File: src/rtl/instruction_fifo_frontend.sv
`default_nettype none
// ============================================================================
//  Module      : instruction_fifo_frontend
//  Description : Host-facing instruction FIFO ahead of the GPU control unit.
//                Queues {data_a, data_b} words written by the host, presents
//                the head entry with en_execution and retires it on done_inst.
//  Revision    : 1.0 - initial release
// ============================================================================
module instruction_fifo_frontend #(
  parameter int DEPTH  = 16,   // FIFO entries, must equal 2**ADDR_W
  parameter int ADDR_W = 4,    // pointer width
  parameter int DATA_W = 32    // width of each instruction word
) (
  input  logic              clk,
  input  logic              reset,         // synchronous, active-low
  input  logic              wr_reg,
  input  logic [DATA_W-1:0] data_a_in,
  input  logic [DATA_W-1:0] data_b_in,
  input  logic              done_inst,
  output logic              en_execution,
  output logic [3:0]        op_code,
  output logic [DATA_W-1:0] data_a,
  output logic [DATA_W-1:0] data_b,
  output logic              fifo_full,
  output logic              fifo_empty,
  output logic [ADDR_W:0]   fifo_count,
  output logic              overflow
);

  // Sequencer states; en_execution is decoded straight from the state register
  typedef enum logic [1:0] {
    S_IDLE   = 2'd0,
    S_LOAD   = 2'd1,
    S_ISSUE  = 2'd2,
    S_RETIRE = 2'd3
  } state_t;

  localparam logic [ADDR_W:0]   C_DEPTH   = (ADDR_W+1)'(DEPTH);
  localparam logic [ADDR_W:0]   C_CNT_ONE = (ADDR_W+1)'(1);
  localparam logic [ADDR_W-1:0] C_PTR_ONE = ADDR_W'(1);

  state_t              state_q, state_d;
  logic                wr_reg_q;
  logic [ADDR_W-1:0]   wr_ptr_q, wr_ptr_d;
  logic [ADDR_W-1:0]   rd_ptr_q, rd_ptr_d;
  logic [ADDR_W:0]     count_q, count_d;
  logic                overflow_q, overflow_d;
  logic [DATA_W-1:0]   head_a_q, head_b_q;
  logic [2*DATA_W-1:0] mem_q [DEPTH];

  logic wr_pulse;
  logic wr_accept;
  logic wr_drop;
  logic pop;
  logic full;

  // Full/empty come from the occupancy count, never from pointer compare,
  // so the pointers are free to wrap naturally.
  assign full      = (count_q == C_DEPTH);
  assign wr_pulse  = wr_reg & ~wr_reg_q;
  assign wr_accept = wr_pulse & ~full;
  // A retire in the same cycle does not rescue a write into a full FIFO:
  // the slot is only freed after this edge.
  assign wr_drop   = wr_pulse & full;
  assign pop       = (state_q == S_RETIRE);

  // Pointer, count and overflow next-state
  always_comb begin
    wr_ptr_d   = wr_ptr_q;
    rd_ptr_d   = rd_ptr_q;
    count_d    = count_q;
    overflow_d = overflow_q;
    if (wr_accept) begin
      wr_ptr_d = wr_ptr_q + C_PTR_ONE;
    end
    if (pop) begin
      rd_ptr_d = rd_ptr_q + C_PTR_ONE;
    end
    if (wr_accept && !pop) begin
      count_d = count_q + C_CNT_ONE;
    end else if (!wr_accept && pop) begin
      count_d = count_q - C_CNT_ONE;
    end
    if (wr_drop) begin
      overflow_d = 1'b1;
    end
  end

  // Write-strobe edge detector and FIFO bookkeeping registers
  always_ff @(posedge clk) begin
    if (!reset) begin
      wr_reg_q   <= 1'b0;
      wr_ptr_q   <= '0;
      rd_ptr_q   <= '0;
      count_q    <= '0;
      overflow_q <= 1'b0;
    end else begin
      wr_reg_q   <= wr_reg;
      wr_ptr_q   <= wr_ptr_d;
      rd_ptr_q   <= rd_ptr_d;
      count_q    <= count_d;
      overflow_q <= overflow_d;
    end
  end

  // Storage array write port; contents are not reset so it maps onto RAM
  always_ff @(posedge clk) begin
    if (wr_accept) begin
      mem_q[wr_ptr_q] <= {data_a_in, data_b_in};
    end
  end

  // Synchronous read port: head registers capture the entry only in LOAD
  // and then hold it until the next LOAD.
  always_ff @(posedge clk) begin
    if (!reset) begin
      head_a_q <= '0;
      head_b_q <= '0;
    end else if (state_q == S_LOAD) begin
      {head_a_q, head_b_q} <= mem_q[rd_ptr_q];
    end
  end

  // Sequencer state register
  always_ff @(posedge clk) begin
    if (!reset) begin
      state_q <= S_IDLE;
    end else begin
      state_q <= state_d;
    end
  end

  // Sequencer next-state; done_inst only matters while in ISSUE
  always_comb begin
    state_d = state_q;
    case (state_q)
      S_IDLE:   if (count_q != '0) state_d = S_LOAD;
      S_LOAD:   state_d = S_ISSUE;
      S_ISSUE:  if (done_inst) state_d = S_RETIRE;
      S_RETIRE: state_d = S_IDLE;
      default:  state_d = S_IDLE;
    endcase
  end

  assign en_execution = (state_q == S_ISSUE);
  assign data_a       = head_a_q;
  assign data_b       = head_b_q;
  assign op_code      = head_a_q[3:0];
  assign fifo_full    = full;
  assign fifo_empty   = (count_q == '0);
  assign fifo_count   = count_q;
  assign overflow     = overflow_q;

endmodule
`default_nettype wire
File: config.mk
export PLATFORM = sky130hd
export DESIGN_NAME = instruction_fifo_frontend
export DESIGN_NICKNAME = d
export VERILOG_FILES = /design/src/rtl/instruction_fifo_frontend.sv
export SDC_FILE = /design/constraint.sdc
export NUM_CORES = 1
export LEC_CHECK = 0
export BUFFER_PORTS_ARGS = -buffer_cell sky130_fd_sc_hd__buf_4
export CAP_MARGIN = 20
export CORE_ASPECT_RATIO = 1.1
export CORE_MARGIN = 2
export CORE_UTILIZATION = 43
export DETAILED_ROUTE_END_ITERATION = 10
export GPL_TIMING_DRIVEN = 0
export SLEW_MARGIN = 20
export SYNTH_ARGS = -nofsm -noshare
export SYNTH_HDL_FRONTEND = slang
export SYNTH_SLANG_ARGS = --single-unit
File: constraint.sdc
create_clock -name clk -period 11.3 [get_ports clk]
set_input_delay 1.695 -clock clk [delete_from_list [all_inputs] [get_ports clk]]
set_output_delay 1.695 -clock clk [all_outputs]
set_load 0.03 [all_outputs]
==> results of run 1 <==
==> state kept, by name, summed over array words and instances (netlist names) <==
register	cells
mem_q	1024
overflow	1
wr_ptr_q	4
rd_ptr_q	4
wr_reg_q	1
state_q	2
data_a	32
fifo_count	5
data_b	32
==> through the flow <==
step / instance area (sq um) / total power [W] / setup TNS, ns / utilization / worst slack, ns
finish: 49910 / 0.009225 / 0 / 0.5122 / 7.584
global route: 49910 / 0.009520 / 0 / 0.5122 / 7.432
CTS: 49910 / 0.009295 / 0 / 0.5122 / 7.572
detailed placement: 46350 / 0.005748 / 0 / 0.4757 / 6.852
global placement: 45030 / 0.005716 / -251.30 / 0.4621 / -1.062
floorplan: 42350 / 0.005301 / 0 / - / 4.148
==> cell usage after synthesis (2+ instances only) <==
| library cell | number |
|---|---|
| edfxtp_1 | 1024 |
| mux2i_1 | 498 |
| a22oi_1 | 186 |
| a21oi_1 | 120 |
| dfxtp_1 | 81 |
| nand2_1 | 70 |
| o21ai_1 | 60 |
| a22o_1 | 58 |
| buf_2 | 52 |
| clkbuf_1 | 38 |
| buf_6 | 33 |
| nor2_1 | 17 |
| buf_4 | 14 |
| ha_1 | 14 |
| mux4_2 | 12 |
| and2_1 | 11 |
| inv_1 | 10 |
| nor2b_1 | 7 |
| o21ai_0 | 7 |
| xnor2_1 | 7 |
| a32oi_1 | 6 |
| clkbuf_4 | 4 |
| nand2b_1 | 4 |
| nor3_1 | 4 |
| nand3_1 | 3 |
| buf_1 | 2 |
| xor2_1 | 2 |
==> cell families after synthesis <==
group | share of synthesized area
mux | 0.1241
fa+ha+maj | 0.004609
xor+xnor | 0.001862
buf+inv | 0.02254
compound gates | 0.06914
flops | 0.7644
simple gates | 0.01330
==> per-layer routing <==
| metal | part of all wire | vias to the layer above | wire (um) |
|---|---|---|---|
| li1 | - | 10050 | - |
| met1 | 0.41 | 11610 | 42310 |
| met2 | 0.51 | 576 | 52550 |
| met3 | 0.049 | 163 | 5021 |
| met4 | 0.029 | 6 | 2935 |
| met5 | 0.00031 | - | 32 |
==> critical path, delay by kind of cell <==
family / cells / cell delay (ns)
buffers and inverters: 6 / 1.12
and+or+nand+nor: 3 / 0.90
AOI/OAI and AO/OA: 1 / 0.35
==> cell type report <==
cell class	instances	area, sq um
fill	7768	47530
multi-input combinational	1097	9130
clock inverter	42	437.9
buffer	143	918.4
tap	1281	1603
timing repair buffer	222	2295
clock buffer	157	3119
sequential	1105	32370
inverter	10	37.54
==> power by group through the flow <==
stage	Sequential, W	Combinational, W	Clock (W)
4_1_cts	0.00472	0.000942	0.00363
5_1_grt	0.00473	0.000999	0.00379
3_3_place_gp	0.00483	0.000886	0
6_report	0.00472	0.000935	0.00357
3_5_place_dp	0.00481	0.000939	0
2_1_floorplan	0.00491	0.000390	0
==> path summary, 6_finish.rpt <==
| check | start | end | slack (ns) | cells past startpoint |
|---|---|---|---|---|
| max | wr_reg | mem_q[2][5] | 7.58 | 10 |
| min | overflow | overflow | 0.48 | 1 |
| max reg2reg | state_q[1] | data_b[21] | 8.08 | 8 |
| min reg2reg | overflow | overflow | 0.48 | 1 |
==> summary.md, run 1 <==
| Metric | Value |
|---|---|
| Status | completed |
| Area growth syn-to-layout | 17.87% |
| Post-synth EDFFs | ~1000 |
| Layer with the highest usage | met2 |
| Drt pass-1 iters | 5 |
| Crit path DAT | around 4 ns |
| Sw Share | 0.2354 |
| Met2 Use GR | 0.3514 |
| Mapped cell area | ~0.042 sq mm |
| Worst-case hold slack | slightly below 0.5 ns |
| Vias in the first global route | approximately 23000 |
| Post-DP HPWL | ~69000 um |
| Power share of the clock group | 0.387 |
| Max rail drop VDD | between 0.1 and 0.15 mV |
| Global-route wire length before repair | 150400 um |
| RSZ-0062 raised after global routing | no |
| Synth area leaders | edfxtp_1 73%, mux2i_1 12%, dfxtp_1 3.8% |
| Syn Nets | roughly 2400 |
| Vias per cell | about 5.5 |
| Placed insts | 3858 |
| Largest net degree at the start of global routing | 23 |
| Synthesized instance count | between 2000 and 2500 |
| Drt initial violations | around 2000 |
| Setup bufs post-CTS | 0 |
| Worst Tran Pin Value | just under 1 ns |
| Tmin final | around 3.7 ns |
| Reg clk slew, reported paths | 0.06 ns |
| Most frequent cells in the layout | 1024 x edfxtp_1, 498 x mux2i_1, 194 x buf_4 |
| Cell taking the most area after synthesis | edfxtp_1 |
| Hold Vio Cnt, Final | 0 |
| Final #Nets | ~2800 |
| Max cap viols | 0 |
| Die height | around 330 um |
| Die Wd | around 300 um |
| Internal power | between 0.007 and 0.008 W |
| Clk sink count | roughly 1100 |
| Final setup violation count | 0 |
| Critical path, cell by cell | buf_4 > nand2b_1 > a21oi_2 > nand2_1 > nor3_2 > buf_4 > buf_4 > buf_4 > buf_4 > buf_4 |
| Initial core utilization | 0.4346 |
| CP max stage delay | approximately 0.47 ns |
| Max Fclk | 269.1 MHz |
| Final clock skew | between 0.015 and 0.02 ns |
| Top cell type's share of synthesized area | 0.7262 |
| Ys async rst share | 0 |
| FP Rows | 120 |
| Overflow after GRT | 0 |
| Io pins | 145 |
| Ratio of total power to cell area | around 180 mW/mm^2 |
| Post-synthesis sequential area ratio | 0.7644 |
| Clk buf depth | 3 |
| Top FF cell, synth | edfxtp_1 |
| Leakage | ~16 nW |
| Root buffer cell | clkbuf_16 |
| Critical Path End Type | flop |
| CTS resizes | 0 |
| Critical path class | primary input to flop |
| Unique masters post-synth | 38 |
| H-tree levels | 3 |
| Grt met3 use | 0.02808 |
| Worst-path fanout max | 9 |
| Final ANT Viol Nets | 0 |
| Routability cong. | 0.7759 |
| CP required | ~12 ns |
| DRT Wirelength | a little over 100000 um |
| Yosys warns | 0 |
| CP max-delay cell | nor3_2 |
| Clk_lat worst skew | around 0.68 ns |
| Slew Limit Fails | 0 |
| Antenna violations before repair | 5 |
| Layout cells sized above 1 | 0.1848 |
| Syn_area_per_cell | 17.98 sq um |
| Reg power frac | 0.512 |
| # port buffers | around 140 |
| Core area | 0.09744 sq mm |
| CTS tree | built |
| Share of total power in combinational logic | 0.101 |
| Final Non-Filler Cells | roughly 4100 |
| Worst Setup Start Kind | primary input |
| Total global-route track usage | 0.2028 |
| Critical path's most frequent cell | buf_4 |
| N_diodes | 0 |
| Net Sw Power | about 0.0022 W |
| CTS Hold Bufs | 0 |
| #FFs+latches synth | 1105 |
| Met1 usage | 0.2605 |
| Routed WL per cell | approximately 25 um |
| Num CTS Buffers | approximately 110 |
| Class of the worst hold path | flop to flop |
| Die area | about 0.10 sq mm |
| Relative slew slack | 0.3391 |
| Via count | 22400 |
| Final period utilization | 0.3288 |
| Most common cell after layout, fill and taps aside | edfxtp_1 |
| DRC | 0 |
No activity file was read; power rests on OpenSTA's default activity.
==> inputs of run 2 (changes only) <==
--- a/config.mk
+++ b/config.mk
@@ -5,6 +5,7 @@
 export SDC_FILE = /design/constraint.sdc
 export NUM_CORES = 1
 export LEC_CHECK = 0
+export ABC_AREA = 1
 export BUFFER_PORTS_ARGS = -buffer_cell sky130_fd_sc_hd__buf_4
 export CAP_MARGIN = 20
 export CORE_ASPECT_RATIO = 1.1
==> constraint.sdc (replaced) <==
create_clock -name clk -period 3.4 [get_ports clk]
set_input_delay 0.51 -clock clk [delete_from_list [all_inputs] [get_ports clk]]
set_output_delay 0.51 -clock clk [all_outputs]
set_load 0.03 [all_outputs]
==> summary.md, run 2 <==
| Metric | Value |
|---|---|
| Status | completed |
| Worst-path fanout max | 10 (+1) |
| Final period utilization | 0.8244 |
| Max rail drop VDD | 0.4030 mV (+170%) |
| Worst r2r dst | data_b[29] |
| Clk sink count | 1105 (unchanged) |
| Critical Path End Type | flop |
| Commonest cells in the netlist | 1431 x nand2_1, 1024 x edfxtp_1, 800 x nand3_1 |
| Final setup violation count | 0 (unchanged) |
| Synth area leaders | edfxtp_1 70%, nand2_1 12%, nand3_1 9.1% |
| Ratio of total power to cell area | 664.2 mW/mm^2 (+260%) |
| Total global-route track usage | 0.2286 (+0.02584) |
| Routability cong. | 0.7860 (+1.3%) |
| Reg clk slew, reported paths | 0.06 ns (about the same) |
| Initial core utilization | 0.4328 (-0.001725) |
| DRC | 0 (unchanged) |
| Relative slew slack | 0.1924 (-0.1467) |
| Biggest register | mem_q |
| DRT Wirelength | 120700 um (+17%) |
| Most frequent cells in the layout | 1431 x nand2_1, 1024 x edfxtp_1, 800 x nand3_1 |
| # port buffers | 143 (-0.69%) |
| Final setup margin | 0.5970 ns (-6.987 ns) |
| Most common cell after layout, fill and taps aside | nand2_1 |
| Critical path class | flop to flop |
| Leakage | 19.58 nW (+25%) |
| Layout cells sized above 1 | 0.1249 (-0.05989) |
| Hold Path Cell Cnt | 1 (unchanged) |
| Synthesized instance count | 3875 (+65%) |
| CP max stage delay | 0.60 ns (+0.13 ns) |
| Die area | 0.1054 sq mm (+4.4%) |
| Slew Limit Fails | 0 (unchanged) |
| CTS resizes | 0 (unchanged) |
| Class of the worst hold path | primary input to flop |
| Final ANT Viol Nets | 0 (unchanged) |
| Yosys warns | 0 (unchanged) |
| Crit-path leading delay family | buffers and inverters |
| Vias per cell | 5.238 (-5.1%) |
| Worst Setup Start Kind | flop |
| Num CTS Buffers | 111 (+3.7%) |
| CP max-delay cell | buf_2 |
| Top FF cell, synth | edfxtp_1 |
| Ys async rst share | 0 (unchanged) |
| CP required | 3.98 ns (-7.69 ns) |
| Max Fclk | roughly 360 MHz |
| R2R cell count | 10 (+2) |
| Final clock skew | 0.01929 ns (-0.0006131 ns) |
| Drt pass-1 iters | 5 (unchanged) |
| Final #Nets | 4266 (+54%) |
| CTS tree | built |
| Die height | 340.4 um (+2.2%) |
| WHS Endpoint | mem_q[9][37] |
| Die Wd | 309.8 um (+2.2%) |
| Syn_area_per_cell | 11.41 sq um (-37%) |
| RSZ-0062 raised after global routing | no |
| Number of flip-flops under the largest register name | 1024 (unchanged) |
| Fin area | 0.05201 sq mm (+4.2%) |
| Most numerous cell in the Yosys netlist | nand2_1 |
| Area growth syn-to-layout | 17.59% |
| Post-synth EDFFs | 1024 (unchanged) |
| Clk_lat worst skew | 0.69 ns (about the same) |
| Mapped cell area | 0.04423 sq mm (+4.5%) |
| Cell taking the most area after synthesis | edfxtp_1 |
| Register area | 0.03237 sq mm (unchanged) |
| # fillers | 8921 (+15%) |
| R2R setup slack | 0.60 ns (-7.48 ns) |
| Post-DP HPWL | 81450 um (+17%) |
| Critical path, cell by cell | buf_2 > buf_2 > buf_2 > nand3_1 > nand3_1 > nand2_1 > nand2_1 > nand3_1 > nand2_1 > inv_1 |
| HP Start | data_a_in[5] |
| Clk buf depth | 3 (unchanged) |
| Worst Tran Pin Value | 1.211 ns (+0.2200 ns) |
| FP Rows | 123 (+2.5%) |
| Core area | 0.1022 sq mm (+4.9%) |
| CP bufs+invs | 4 (-2) |
| Hold Vio Cnt, Final | 0 (unchanged) |
| Setup_tns | 0 ns (unchanged) |
| Via count | 29610 (+32%) |
| Max cap viols | 0 (unchanged) |
| Vias in the first global route | 28250 (+22%) |
| Dpl ws | 0.5029 ns (-6.349 ns) |
| RR Startpoint | rd_ptr_q[1] |
| Drt initial violations | 2959 (+46%) |
| #FFs+latches synth | 1105 (unchanged) |
| Placed instance area | 0.04834 sq mm (+4.3%) |
| Routed WL per cell | 21.36 um (-16%) |
| Top cell type's share of synthesized area | 0.6952 (-0.03096) |
| Post-synthesis sequential area ratio | 0.7319 (-0.03259) |
| Tmin final | 2.803 ns |
| Overflow after GRT | 0 (unchanged) |
| Io pins | 145 (unchanged) |
| Multi-input gate area | 0.01046 sq mm (+15%) |
| Unique masters post-synth | 22 (-42%) |
| Crit path DAT | 3.38 ns (-0.71 ns) |
| H-tree levels | 3 (unchanged) |
| Antenna violations before repair | 6 (+1) |
| Global-route wire length before repair | 178900 um (+19%) |
| Total power | 0.03455 W (+270%) |
| Root buffer cell | clkbuf_16 |
| Worst-case hold slack | 0.1310 ns (-0.3519 ns) |
| Largest net degree at the start of global routing | 26 (+13%) |
| Syn Nets | 3958 (+62%) |
[run 2: changes by cell type in the layout (fill, tap and decap cells not counted), sizes merged, moves of 55 or more]
| cell | before | now |
|---|---|---|
| a21oi | 121 | 15 |
| a22o | 58 | 0 |
| a22oi | 186 | 0 |
| buf | 323 | 378 |
| inv | 11 | 103 |
| mux2i | 498 | 0 |
| nand2 | 70 | 1431 |
| nand3 | 3 | 800 |
| nor2 | 17 | 153 |
| o21ai | 67 | 9 |
[run 2: how the worst max path moves through the flow]
stage                        startpoint      endpoint  slack (ns)  cells past startpoint
after global placement           wr_reg  mem_q[8][59]       -3.92                      7
after floorplan           fifo_count[0]  mem_q[11][0]       -0.96                      6
after CTS                   rd_ptr_q[1]    data_b[29]        0.64                     10
after global routing      fifo_count[1]  mem_q[4][58]        0.52                      8
final                       rd_ptr_q[1]    data_b[29]        0.60                     10
after detailed placement         wr_reg  mem_q[9][56]        0.50                      9
[run 2: cell type report]
type	instances	share of cell area
timing repair buffer	195	0.04378
sequential	1105	0.6224
tap	1375	0.03308
inverter	100	0.007217
buffer	236	0.02201
multi-input combinational	2434	0.2011
clock buffer	159	0.06158
clock inverter	46	0.008684
antenna	3	0.0001443
[run 2: per-layer routing]
layer  wire, um  global-route usage  vias up
met4       3902             0.08353        0
li1           -                   -    13950
met5          0                   0        -
met2      60080              0.3893     1114
met1      48850              0.2999    14350
met3       7913             0.02920      199
[run 2: through the flow]
stage	util	std cells
global route	0.5090	5651
floorplan	-	3875
finish	0.5090	5653
global placement	0.4602	5393
detailed placement	0.4731	5444
CTS	0.5089	5650
[run 2: power by group]
group          total, W  internal [W]  switching (W)
Sequential       0.0156        0.0154       0.000239
Clock            0.0123       0.00713        0.00515
Combinational   0.00665       0.00200        0.00465
[run 2: kinds of logic (layout without fill, tap and decap cells)]
family | count (synthesis) | after routing | share of synthesized area
compound gates | 26 | 26 | 0.003027
xor+xnor | 4 | 4 | 0.0007922
fa+ha+maj | 15 | 15 | 0.004413
buf+inv | 336 | 736 | 0.03431
flops | 1105 | 1105 | 0.7319
other cells | 0 | 3 | 0
simple gates | 2389 | 2389 | 0.2256
[run 2: repair_timing]
action,4_1_cts,5_1_grt
hold endpoints to repair,1,0
hold buffers,1,0
buffers inserted,0,0
